**config.mk**
```make
export PLATFORM = sky130hd
export DESIGN_NAME = elevator_controller
export DESIGN_NICKNAME = d
export VERILOG_FILES = /design/src/rtl/elevator_pkg.sv /design/src/rtl/elevator_car.sv /design/src/rtl/elevator_controller.sv
export SDC_FILE = /design/constraint.sdc
export NUM_CORES = 1
export LEC_CHECK = 0
export CORE_MARGIN = 5
export CORE_UTILIZATION = 55
export DETAILED_ROUTE_END_ITERATION = 7
export GPL_TIMING_DRIVEN = 0
export PLACE_DENSITY = 0.74
export SLEW_MARGIN = 20
export SYNTH_ARGS = -nofsm -noshare
export SYNTH_HDL_FRONTEND = slang
export SYNTH_SLANG_ARGS = --single-unit
```
**constraint.sdc**
```tcl
create_clock -name clk -period 5.85 [get_ports clk]
set_input_delay 1.17 -clock clk [delete_from_list [all_inputs] [get_ports clk]]
set_output_delay 1.17 -clock clk [all_outputs]
set_load 0.03 [all_outputs]
```
**src/rtl/elevator_pkg.sv**
```systemverilog
// Shared types and helpers for the two-shaft elevator controller.
// Holds the simulation-phase and car-state encodings plus the sweep direction rule.
package elevator_pkg;

  typedef enum logic [1:0] {
    START  = 2'd0,
    SIM    = 2'd1,
    PAUSE  = 2'd2,
    ENDING = 2'd3
  } state_e;

  typedef enum logic [1:0] {
    IDLE   = 2'd0,
    MOVING = 2'd1,
    DOORS  = 2'd2
  } car_state_e;

  localparam int         NUM_FLOORS = 6;
  localparam logic [2:0] TOP_FLOOR  = 3'd5;

  // Collective sweep: keep going while calls lie ahead, turn for calls behind,
  // otherwise patrol between the end floors.
  function automatic logic next_dir(input logic [2:0] floor,
                                    input logic       dir,
                                    input logic [5:0] pend);
    logic [5:0] above;
    logic [5:0] below;
    logic       ahead;
    logic       behind;
    above = '0;
    below = '0;
    for (int i = 0; i < NUM_FLOORS; i++) begin
      if (i > int'(floor)) above[i] = pend[i];
      if (i < int'(floor)) below[i] = pend[i];
    end
    ahead  = dir ? |above : |below;
    behind = dir ? |below : |above;
    if (ahead)                   return dir;
    else if (behind)             return ~dir;
    else if (floor == TOP_FLOOR) return 1'b0;
    else if (floor == 3'd0)      return 1'b1;
    else                         return dir;
  endfunction

endpackage

```
**src/rtl/elevator_car.sv**
```systemverilog
// One elevator car: sweep FSM, travel/dwell accumulators and its six hall-call latches.
//
//   state  | meaning
//   IDLE   | parked; leaves on the next SIM cycle (or stays at floor 0 when ending)
//   MOVING | accumulating travel; one floor step each time the threshold is reached
//   DOORS  | doors open at the current floor until the dwell threshold is reached
module elevator_car
  import elevator_pkg::*;
#(
  parameter logic [19:0] FLOOR_CYCLES = 20'd1000000,
  parameter logic [19:0] DOOR_CYCLES  = 20'd500000
) (
  input  logic       clk,
  input  logic       rst,
  input  logic [1:0] simState,
  input  logic [1:0] simSpeed,
  input  logic [5:0] req,
  output logic [2:0] floor,
  output logic       doorOpen,
  output logic [5:0] pending
);

  car_state_e  state_q, state_d;
  logic        dir_q, dir_d;
  logic [2:0]  floor_q, floor_d;
  logic [19:0] acc_q, acc_d;
  logic [19:0] dwell_q, dwell_d;
  logic [5:0]  pending_q, pending_d;

  logic [19:0] inc;
  logic [20:0] travel_sum;
  logic [20:0] dwell_sum;
  logic        travel_done;
  logic        dwell_done;
  logic        step_dir;
  logic [2:0]  new_floor;
  logic [5:0]  cur_mask;
  logic [5:0]  new_mask;

  always_comb begin
    inc         = {18'd0, simSpeed} + 20'd1;
    travel_sum  = {1'b0, acc_q} + {1'b0, inc};
    dwell_sum   = {1'b0, dwell_q} + {1'b0, inc};
    travel_done = travel_sum >= {1'b0, FLOOR_CYCLES};
    dwell_done  = dwell_sum >= {1'b0, DOOR_CYCLES};
    // The end floors force the direction before a step so the floor never leaves 0..5.
    if (floor_q == TOP_FLOOR)  step_dir = 1'b0;
    else if (floor_q == 3'd0)  step_dir = 1'b1;
    else                       step_dir = dir_q;
    new_floor = step_dir ? floor_q + 3'd1 : floor_q - 3'd1;
    cur_mask  = 6'd1 << floor_q;
    new_mask  = 6'd1 << new_floor;
  end

  always_comb begin
    state_d   = state_q;
    dir_d     = dir_q;
    floor_d   = floor_q;
    acc_d     = acc_q;
    dwell_d   = dwell_q;
    pending_d = pending_q;

    case (state_e'(simState))
      START: begin
        state_d   = IDLE;
        dir_d     = 1'b1;
        floor_d   = 3'd0;
        acc_d     = '0;
        dwell_d   = '0;
        pending_d = '0;
      end

      SIM: begin
        pending_d = pending_q | req;
        if (state_q == DOORS) pending_d = pending_d & ~cur_mask;
        case (state_q)
          IDLE: begin
            state_d = MOVING;
            dir_d   = next_dir(floor_q, dir_q, pending_q);
          end
          MOVING: begin
            if (travel_done) begin
              acc_d   = '0;
              floor_d = new_floor;
              if ((pending_q & new_mask) != 6'd0) begin
                state_d   = DOORS;
                dir_d     = step_dir;
                pending_d = pending_d & ~new_mask;
              end else begin
                dir_d = next_dir(new_floor, step_dir, pending_q);
              end
            end else begin
              acc_d = travel_sum[19:0];
            end
          end
          DOORS: begin
            if (dwell_done) begin
              dwell_d = '0;
              state_d = MOVING;
              dir_d   = next_dir(floor_q, dir_q, pending_q);
            end else begin
              dwell_d = dwell_sum[19:0];
            end
          end
          default: state_d = IDLE;
        endcase
      end

      ENDING: begin
        pending_d = '0;
        case (state_q)
          IDLE: begin
            if (floor_q != 3'd0) begin
              state_d = MOVING;
              dir_d   = 1'b0;
            end
          end
          MOVING: begin
            dir_d = 1'b0;
            if (floor_q == 3'd0) begin
              state_d = IDLE;
              acc_d   = '0;
            end else if (travel_done) begin
              acc_d   = '0;
              floor_d = floor_q - 3'd1;
              if (floor_q == 3'd1) state_d = IDLE;
            end else begin
              acc_d = travel_sum[19:0];
            end
          end
          DOORS: begin
            if (dwell_done) begin
              dwell_d = '0;
              state_d = MOVING;
              dir_d   = 1'b0;
            end else begin
              dwell_d = dwell_sum[19:0];
            end
          end
          default: state_d = IDLE;
        endcase
      end

      default: ;  // PAUSE freezes everything, including the call latches
    endcase
  end

  always_ff @(posedge clk) begin
    if (rst) begin
      state_q   <= IDLE;
      dir_q     <= 1'b1;
      floor_q   <= 3'd0;
      acc_q     <= '0;
      dwell_q   <= '0;
      pending_q <= '0;
    end else begin
      state_q   <= state_d;
      dir_q     <= dir_d;
      floor_q   <= floor_d;
      acc_q     <= acc_d;
      dwell_q   <= dwell_d;
      pending_q <= pending_d;
    end
  end

  assign floor    = floor_q;
  assign doorOpen = (state_q == DOORS);
  assign pending  = pending_q;

endmodule

```
**src/rtl/elevator_controller.sv**
```systemverilog
// Two-shaft elevator controller: left car serves hall calls [5:0], right car [11:6].
// Reports both car floors to the people controller as {right, left}.
module elevator_controller
  import elevator_pkg::*;
#(
  parameter logic [19:0] FLOOR_CYCLES = 20'd1000000,
  parameter logic [19:0] DOOR_CYCLES  = 20'd500000
) (
  input  logic        clk,
  input  logic        rst,
  input  logic [1:0]  simState,
  input  logic [1:0]  simSpeed,
  input  logic [11:0] floorsRequested,
  output logic [5:0]  elevatorStates,
  output logic [1:0]  doorsOpen,
  output logic [11:0] pendingRequests
);

  logic [2:0] left_floor;
  logic [2:0] right_floor;
  logic       left_door;
  logic       right_door;
  logic [5:0] left_pend;
  logic [5:0] right_pend;

  elevator_car #(
    .FLOOR_CYCLES(FLOOR_CYCLES),
    .DOOR_CYCLES (DOOR_CYCLES)
  ) u_left (
    .clk     (clk),
    .rst     (rst),
    .simState(simState),
    .simSpeed(simSpeed),
    .req     (floorsRequested[5:0]),
    .floor   (left_floor),
    .doorOpen(left_door),
    .pending (left_pend)
  );

  elevator_car #(
    .FLOOR_CYCLES(FLOOR_CYCLES),
    .DOOR_CYCLES (DOOR_CYCLES)
  ) u_right (
    .clk     (clk),
    .rst     (rst),
    .simState(simState),
    .simSpeed(simSpeed),
    .req     (floorsRequested[11:6]),
    .floor   (right_floor),
    .doorOpen(right_door),
    .pending (right_pend)
  );

  assign elevatorStates  = {right_floor, left_floor};
  assign doorsOpen       = {right_door, left_door};
  assign pendingRequests = {right_pend, left_pend};

endmodule

```
==> results of run 1 <==
sequential cells by signal (all words and copies together) (netlist names):
name and count:
u_left.acc_q 20, u_left.dir_q 1, u_left.dwell_q 20, u_left.floor 3, u_left.pending 6, u_left.state_q 2, u_right.acc_q 20, u_right.dir_q 1
u_right.dwell_q 20, u_right.floor 3, u_right.pending 6, u_right.state_q 2
logic make-up after synthesis:
logic type                 count (synthesis)  share of synthesized area (%)
AOI/OAI and AO/OA                        384                           30.1
xor gates and xnor gates                  20                           2.14
adders and majority gates                 33                           5.42
buffers and inverters                    102                           5.28
DFF                                      104                           25.5
muxes                                     18                           2.36
and+or+nand+nor                          460                           29.3
cell type report:
cell class / instances / area [um^2]
clock buffer: 11 / 233
sequential: 104 / 2080
fill: 1355 / 5480
buffer: 73 / 323
tap: 184 / 230
inverter: 29 / 109
timing repair buffer: 36 / 360
multi-input combinational: 915 / 5660
clock inverter: 4 / 53.8
worst max-delay path, stage by stage:
cell	delay [ns]
clkdlybuf4s50_1	0.42
ha_1	0.53
inv_1	0.18
fa_1	0.47
nand2b_1	0.22
a2111o_1	0.54
nor2_1	0.17
xor2_1	0.11
nor4_1	0.44
o211ai_1	0.20
or2_1	0.32
clkbuf_1	0.23
or3_1	0.38
a21oi_1	0.13
worst min-delay path by stage:
| stage | endpoint | cells after the start | from |
|---|---|---|---|
| after floorplan | u_right.acc_q[0] | 2 | u_right.acc_q[0] |
| after global placement | u_right.acc_q[0] | 2 | u_right.acc_q[0] |
| after detailed placement | u_right.acc_q[2] | 2 | u_right.acc_q[2] |
| after CTS | u_right.acc_q[0] | 2 | u_right.acc_q[0] |
| after global routing | u_right.acc_q[0] | 2 | u_right.acc_q[0] |
| final | u_right.acc_q[0] | 2 | u_right.acc_q[0] |
per-layer routing:
| layer | routed length [um] | vias up | track usage [%] |
|---|---|---|---|
| li1 | - | 4302 | - |
| met1 | 10800 | 4108 | 36.9 |
| met2 | 10700 | 334 | 41.4 |
| met3 | 1680 | 43 | 5.00 |
| met4 | 453 | 0 | 7.26 |
| met5 | 0 | - | 0 |
cells in the final DEF, fill, tap and decap left out, types with 11 or more instances in the layout:
cell,netlist,routed
and3_1,20,20
a22oi_1,11,11
clkdlybuf4s50_1,0,36
o211ai_1,17,17
dfxtp_1,104,104
nor2b_1,20,20
nand2b_1,15,15
nand3b_1,12,12
or3_1,25,25
o21ai_0,80,80
a21oi_1,132,132
clkbuf_1,52,54
nor4_1,17,17
a21o_1,14,14
inv_1,26,26
nand3_1,40,40
nor3_1,36,36
a31oi_1,14,14
or4_1,12,12
nor2_1,84,84
buf_2,15,15
ha_1,29,29
nand2_1,116,116
nand4_1,20,20
synthesized netlist by cell type (8+ instances only):
master / number
a21o_1: 14
a21oi_1: 132
a22oi_1: 11
a311oi_1: 10
a31oi_1: 14
and3_1: 20
buf_2: 15
clkbuf_1: 52
dfxtp_1: 104
ha_1: 29
inv_1: 26
mux2i_1: 10
nand2_1: 116
nand2b_1: 15
nand3_1: 40
nand3b_1: 12
nand4_1: 20
nor2_1: 84
nor2b_1: 20
nor3_1: 36
nor3b_1: 10
nor4_1: 17
o211ai_1: 17
o21ai_0: 80
o221ai_1: 9
o31ai_1: 8
or3_1: 25
or4_1: 12
xnor2_1: 10
xor2_1: 10
power by group:
| part | switching [mW] | leakage [nW] | total, mW | internal, mW |
|---|---|---|---|---|
| Clock | 0.278 | 0.132 | 0.609 | 0.332 |
| Sequential | 0.0163 | 0.841 | 0.737 | 0.721 |
| Combinational | 0.239 | 2.03 | 0.364 | 0.125 |
stage by stage:
stage | utilization, % | worst slack, ns
6_report | 62.3 | 0.608
5_1_grt | 62.3 | 0.324
4_1_cts | 62.3 | 0.603
3_5_place_dp | 60.3 | 0.266
3_3_place_gp | 60.3 | 0.287
2_1_floorplan | - | 1.50
==> results.yml, run 1 <==
status:
  status: "finished clean"
cells_and_area:
  fin_nets: 1219
  design_area_mm2: 0.00905
  layout-drive-gt1-share_pct: 5.38
  num_antenna_cells: 0
  syn2layout_area_growth_pct: 10.7
  final_cells: 1356
timing:
  setup_tns_ns: 0
  skew_ns: 0.00626
  finalMaxSlewViolations: 0
  finalCritPeriodShare_pct: 89.6
  hold_viol: 0
  worst_slew_pin_slew_ns: 1.01
  relSlewSlack_pct: 32.5
  rsz0062_at_grt: "no"
  fin_crit_ns: 5.24
  setup_viol_count_final: 0
  timing.fmax_mhz: 191
  fin_hold_ws_ns: 0.468
cts:
  clkTransAtPathRegs_ns: 0.07
  numCtsBuffers: 9
  root_buffer: "clkbuf_16"
  worstSkewPairLatency_ns: 0.36
  clock_path_buffers: 2
  postCtsHoldBufs: 0
  ctsHtreeMaxLevel: 3
  clock_sinks: 104
  cts_tree: "yes"
  cts_resized: 0
  cts_setup_buffers: 0
drt:
  vias: 8787
  routed_wl_um: 23600
  ant_nets: 0
  viasPerCell: 6.48
  routedWlPerCell_um: 17.4
  route.detailed.drc: 0
  firstDrtPassIters: 5
  drt_iter0_drc: 889
floorplan:
  coreArea_mm2: 0.0145
  io_pins: 38
  die_area_mm2: 0.0174
  die_h_um: 132
  die_w_um: 132
  rows: 44
  start_util_pct: 56.3
global_route:
  grtUsageTotal_pct: 26.3
  antenna_found_initial: 0
  grt_pass1_wl_um: 39400
  grt_max_degree: 17
  grt.overflow.total: 0
  grt_pass1_vias: 7867
critical_path:
  cp.required_ns: 6.14
  cp-end-kind: "register"
  r2r_cells: 10
  cp-endpoint: "u_left.dwell_q[12]"
  worstSetupPathType: "in -> reg"
  startpoint_type: "input pin"
  reg2reg_from: "u_right.floor[0]"
  critPathMaxFanout: 10
  reg2reg_slack_ns: 1.90
  crit_arrival_ns: 5.53
  crit_start: "simSpeed[0]"
  rr_endpoint: "u_right.pending[1]"
placed_design:
  dp_hpwl_um: 17100
  port_buffers: 36
  gp_congestion: 0.967
  post_dp_cell_area_mm2: 0.00877
  place_inst: 1341
logic_synthesis:
  synth-seq-area-share_pct: 25.5
  ys_ff_latch: 104
  synth_enable_flop_cells: 0
  syn_area_mm2: 0.00818
  ys.flop_type: "dfxtp_1"
  yosysTopAreaCell: "dfxtp_1"
  syn_inst: 1121
  synth.avg_cell_area_um2: 7.30
  yosysWarnings: 0
  async_reset_ff_share_pct: 0
  syn_nets: 1172
  synth.area.top_cells: "dfxtp_1, a21oi_1, nand2_1, o21ai_0, ha_1"
  netlist.area_leader.share_pct: 25.5
  synth_cell_types: 85
power:
  power.density_mw_per_mm2: 189
  vdd_ir_drop_max_mv: 0.165
  p_leak_nw: 3.00
  total_power_mw: 1.71
flow_run:
  cap_violations: 0
hold_path:
  hold_path.class: "reg -> reg"
Note: power is estimated with default switching activity, not from simulation.
==> run 2, diff against run 1 <==
Settings changed: HOLD_SLACK_MARGIN set to 0.03.
==> results of run 2 <==
Same layout as run 1: the final DEF is identical, and so are final timing and power.
==> run 3, diff against run 2 <==
Settings changed: CTS_CLUSTER_SIZE set to 10, PLACE_DENSITY 0.74 to 0.73, SYNTH_HIERARCHICAL set to 1.
==> run 3 against run 2 <==
- sequential power increased by 1%
- non-clock buffer count increased by 5
- clock skew increased by 0.0041 ns
- worst hold slack got worse by 0.0094 ns
- synthesized area increased by 5.4%
- sequential share of layout area decreased by 1.3 points
- critical path type unchanged
- die area increased by 5.0%
==> results.yml, run 3 <==
power:
  p_seq_share_pct: 39.6
  switchingPower_mw: 0.597
  power_frac_clock_pct: 37.8
  intPower_mw: 1.29
  vdd_ir_drop_max_mv: 0.161
  p_sw_share_pct: 31.6
  p_leak_nw: 3.31
  power.density_mw_per_mm2: 197
  combPwrFrac_pct: 22.7
  total_power_mw: 1.89
hold_path:
  hold_end: "u_left/acc_q[0]"
  hold_path.class: "reg -> reg"
  hp-start: "u_left/acc_q[0]"
  hold_path_depth: 2
logic_synthesis:
  syn_inst: 1189
  syn_area_mm2: 0.00862
  synth-seq-area-share_pct: 24.2
  yosysWarnings: 6
  syn_nets: 1251
  synth.avg_cell_area_um2: 7.25
  yosysTopAreaCell: "dfxtp_1"
  ys_ff_latch: 104
  yosysMostFrequentCell: "nand2_1"
  async_reset_ff_share_pct: 0
  synth_common_cells: "nand2_1, dfxtp_1, nor2_1"
  synth.area.top_cells: "dfxtp_1, nand2_1, ha_1, a21oi_1, nand3_1"
  synth_enable_flop_cells: 0
  netlist.area_leader.share_pct: 24.2
  ys.flop_type: "dfxtp_1"
  synth_cell_types: 101
timing:
  skew_ns: 0.0104
  finalCritPeriodShare_pct: 81.3
  timing.fmax_mhz: 210
  hold_viol: 0
  fin_crit_ns: 4.76
  finalMaxSlewViolations: 0
  relSlewSlack_pct: 40.2
  rsz0062_at_grt: "no"
  setup_tns_ns: 0
  setup_viol_count_final: 0
  layout_setup_ws_ns: 1.09
  worst_slew_pin_slew_ns: 0.890
flow_run:
  cap_violations: 0
status:
  status: "finished clean"
cells_and_area:
  layout.cells.most_common: "nand2_1"
  design_area_mm2: 0.00959
  syn2layout_area_growth_pct: 11.3
  final.fill_count: 1456
  layout-drive-gt1-share_pct: 6.69
  final_cell_mix: "nand2_1, dfxtp_1, nor2_1"
  fin_nets: 1299
  num_antenna_cells: 0
critical_path:
  startpoint_type: "input pin"
  r2r_cells: 11
  critPathMaxFanout: 9
  slowest_stage: "clkdlybuf4s50_1"
  cp_cell_sequence: "clkdlybuf4s50_1, ha_1, inv_1, fa_1, and2b_4, o2111ai_2, o21a_1, a2111oi_0, a31oi_1, a21oi_4, nand2_1, o32ai_1"
  cp.required_ns: 6.12
  rr_endpoint: "u_left/state_q[1]"
  cp-end-kind: "register"
  crit_arrival_ns: 5.03
  reg2reg_slack_ns: 2.05
  critPathMaxStageDelay_ns: 0.51
  reg2reg_from: "u_left/floor[0]"
  worstSetupPathType: "in -> reg"
cts:
  clock_sinks: 104
  root_buffer: "clkbuf_16"
  worstSkewPairLatency_ns: 0.36
  clkTransAtPathRegs_ns: 0.08
  ctsHtreeMaxLevel: 3
  numCtsBuffers: 9
  clock_path_buffers: 2
  cts_resized: 0
  cts_setup_buffers: 0
  postCtsHoldBufs: 0
  cts_tree: "yes"
drt:
  routedWlPerCell_um: 16.8
  vias: 9174
  viasPerCell: 6.32
  ant_nets: 0
  routed_wl_um: 24400
  route.detailed.drc: 0
  firstDrtPassIters: 6
  drt_iter0_drc: 788
floorplan:
  rows: 45
  die_area_mm2: 0.0183
  coreArea_mm2: 0.0153
  die_w_um: 135
  die_h_um: 135
  io_pins: 38
  start_util_pct: 56.3
global_route:
  grtUsageTotal_pct: 26.3
  antenna_found_initial: 0
  grt_pass1_wl_um: 40500
  grt_max_degree: 18
  grt.overflow.total: 0
  grt_pass1_vias: 8112
placed_design:
  post-place-ws_ns: 0.740
  port_buffers: 37
  post_dp_cell_area_mm2: 0.00925
  gp_congestion: 0.947
  dp_hpwl_um: 17600
==> run 3: worst max-delay path by stage <==
| stage | startpoint | to | slack [ns] | cells past startpoint |
|---|---|---|---|---|
| after floorplan | simSpeed[0] | u_right/floor[1] | 1.80 | 10 |
| final | simSpeed[0] | u_right/dwell_q[7] | 1.09 | 12 |
| after global placement | simSpeed[0] | u_right/dwell_q[7] | 0.82 | 12 |
| after global routing | simSpeed[0] | u_right/dwell_q[10] | 0.72 | 13 |
| after CTS | simSpeed[0] | u_right/dwell_q[7] | 1.14 | 12 |
| after detailed placement | simSpeed[0] | u_right/dwell_q[10] | 0.74 | 13 |
==> run 3: critical path, delay by kind of cell <==
family                   cells  cell delay (ns)
adder cells (fa/ha/maj)      2             0.90
AO/OA/AOI/OAI                6             1.76
buffers and inverters        2             0.61
AND/OR/NAND/NOR              2             0.57
==> run 3: kinds of logic after synthesis <==
group / after synthesis / share of synthesized area [%]
AOI/OAI and AO/OA: 362 / 28.9
xor gates and xnor gates: 26 / 2.73
adders and majority gates: 44 / 6.74
buffers and inverters: 134 / 6.63
DFF: 104 / 24.2
muxes: 14 / 1.70
and+or+nand+nor: 505 / 29.2
==> run 3: per-stage QoR <==
stage | hold WS [ns] | utilization, % | cells
2_1_floorplan | 0.436 | - | 1189
6_report | 0.459 | 62.6 | 1452
3_3_place_gp | 0.444 | 60.4 | 1437
5_1_grt | 0.481 | 62.6 | 1452
4_1_cts | 0.461 | 62.6 | 1452
3_5_place_dp | 0.451 | 60.4 | 1437
==> run 3: routing by layer <==
| layer | GRT usage, % | up-vias | routed length, um |
|---|---|---|---|
| met4 | 7.17 | 0 | 368 |
| met2 | 43.8 | 360 | 11700 |
| met1 | 36.0 | 4257 | 10800 |
| li1 | - | 4520 | - |
| met3 | 3.12 | 37 | 1520 |
| met5 | 0 | - | 0 |
==> run 3: final cells by class <==
| type | count | area (um^2) | share of cell area (%) |
|---|---|---|---|
| plain buffers | 77 | 358 | 3.73 |
| repair buffers | 37 | 370 | 3.86 |
| multi-input cells | 951 | 5960 | 62.2 |
| well taps | 211 | 264 | 2.75 |
| inverters | 57 | 214 | 2.23 |
| clock inverters | 6 | 115 | 1.20 |
| flip-flops and latches | 104 | 2080 | 21.7 |
| clock buffers | 9 | 225 | 2.35 |
==> run 3: power groups by stage <==
stage	logic (mW)	registers [mW]	clock network, mW
2_1_floorplan	0.283	0.773	0
3_3_place_gp	0.416	0.763	0
3_5_place_dp	0.419	0.764	0
4_1_cts	0.421	0.747	0.729
5_1_grt	0.469	0.751	0.763
6_report	0.429	0.748	0.714
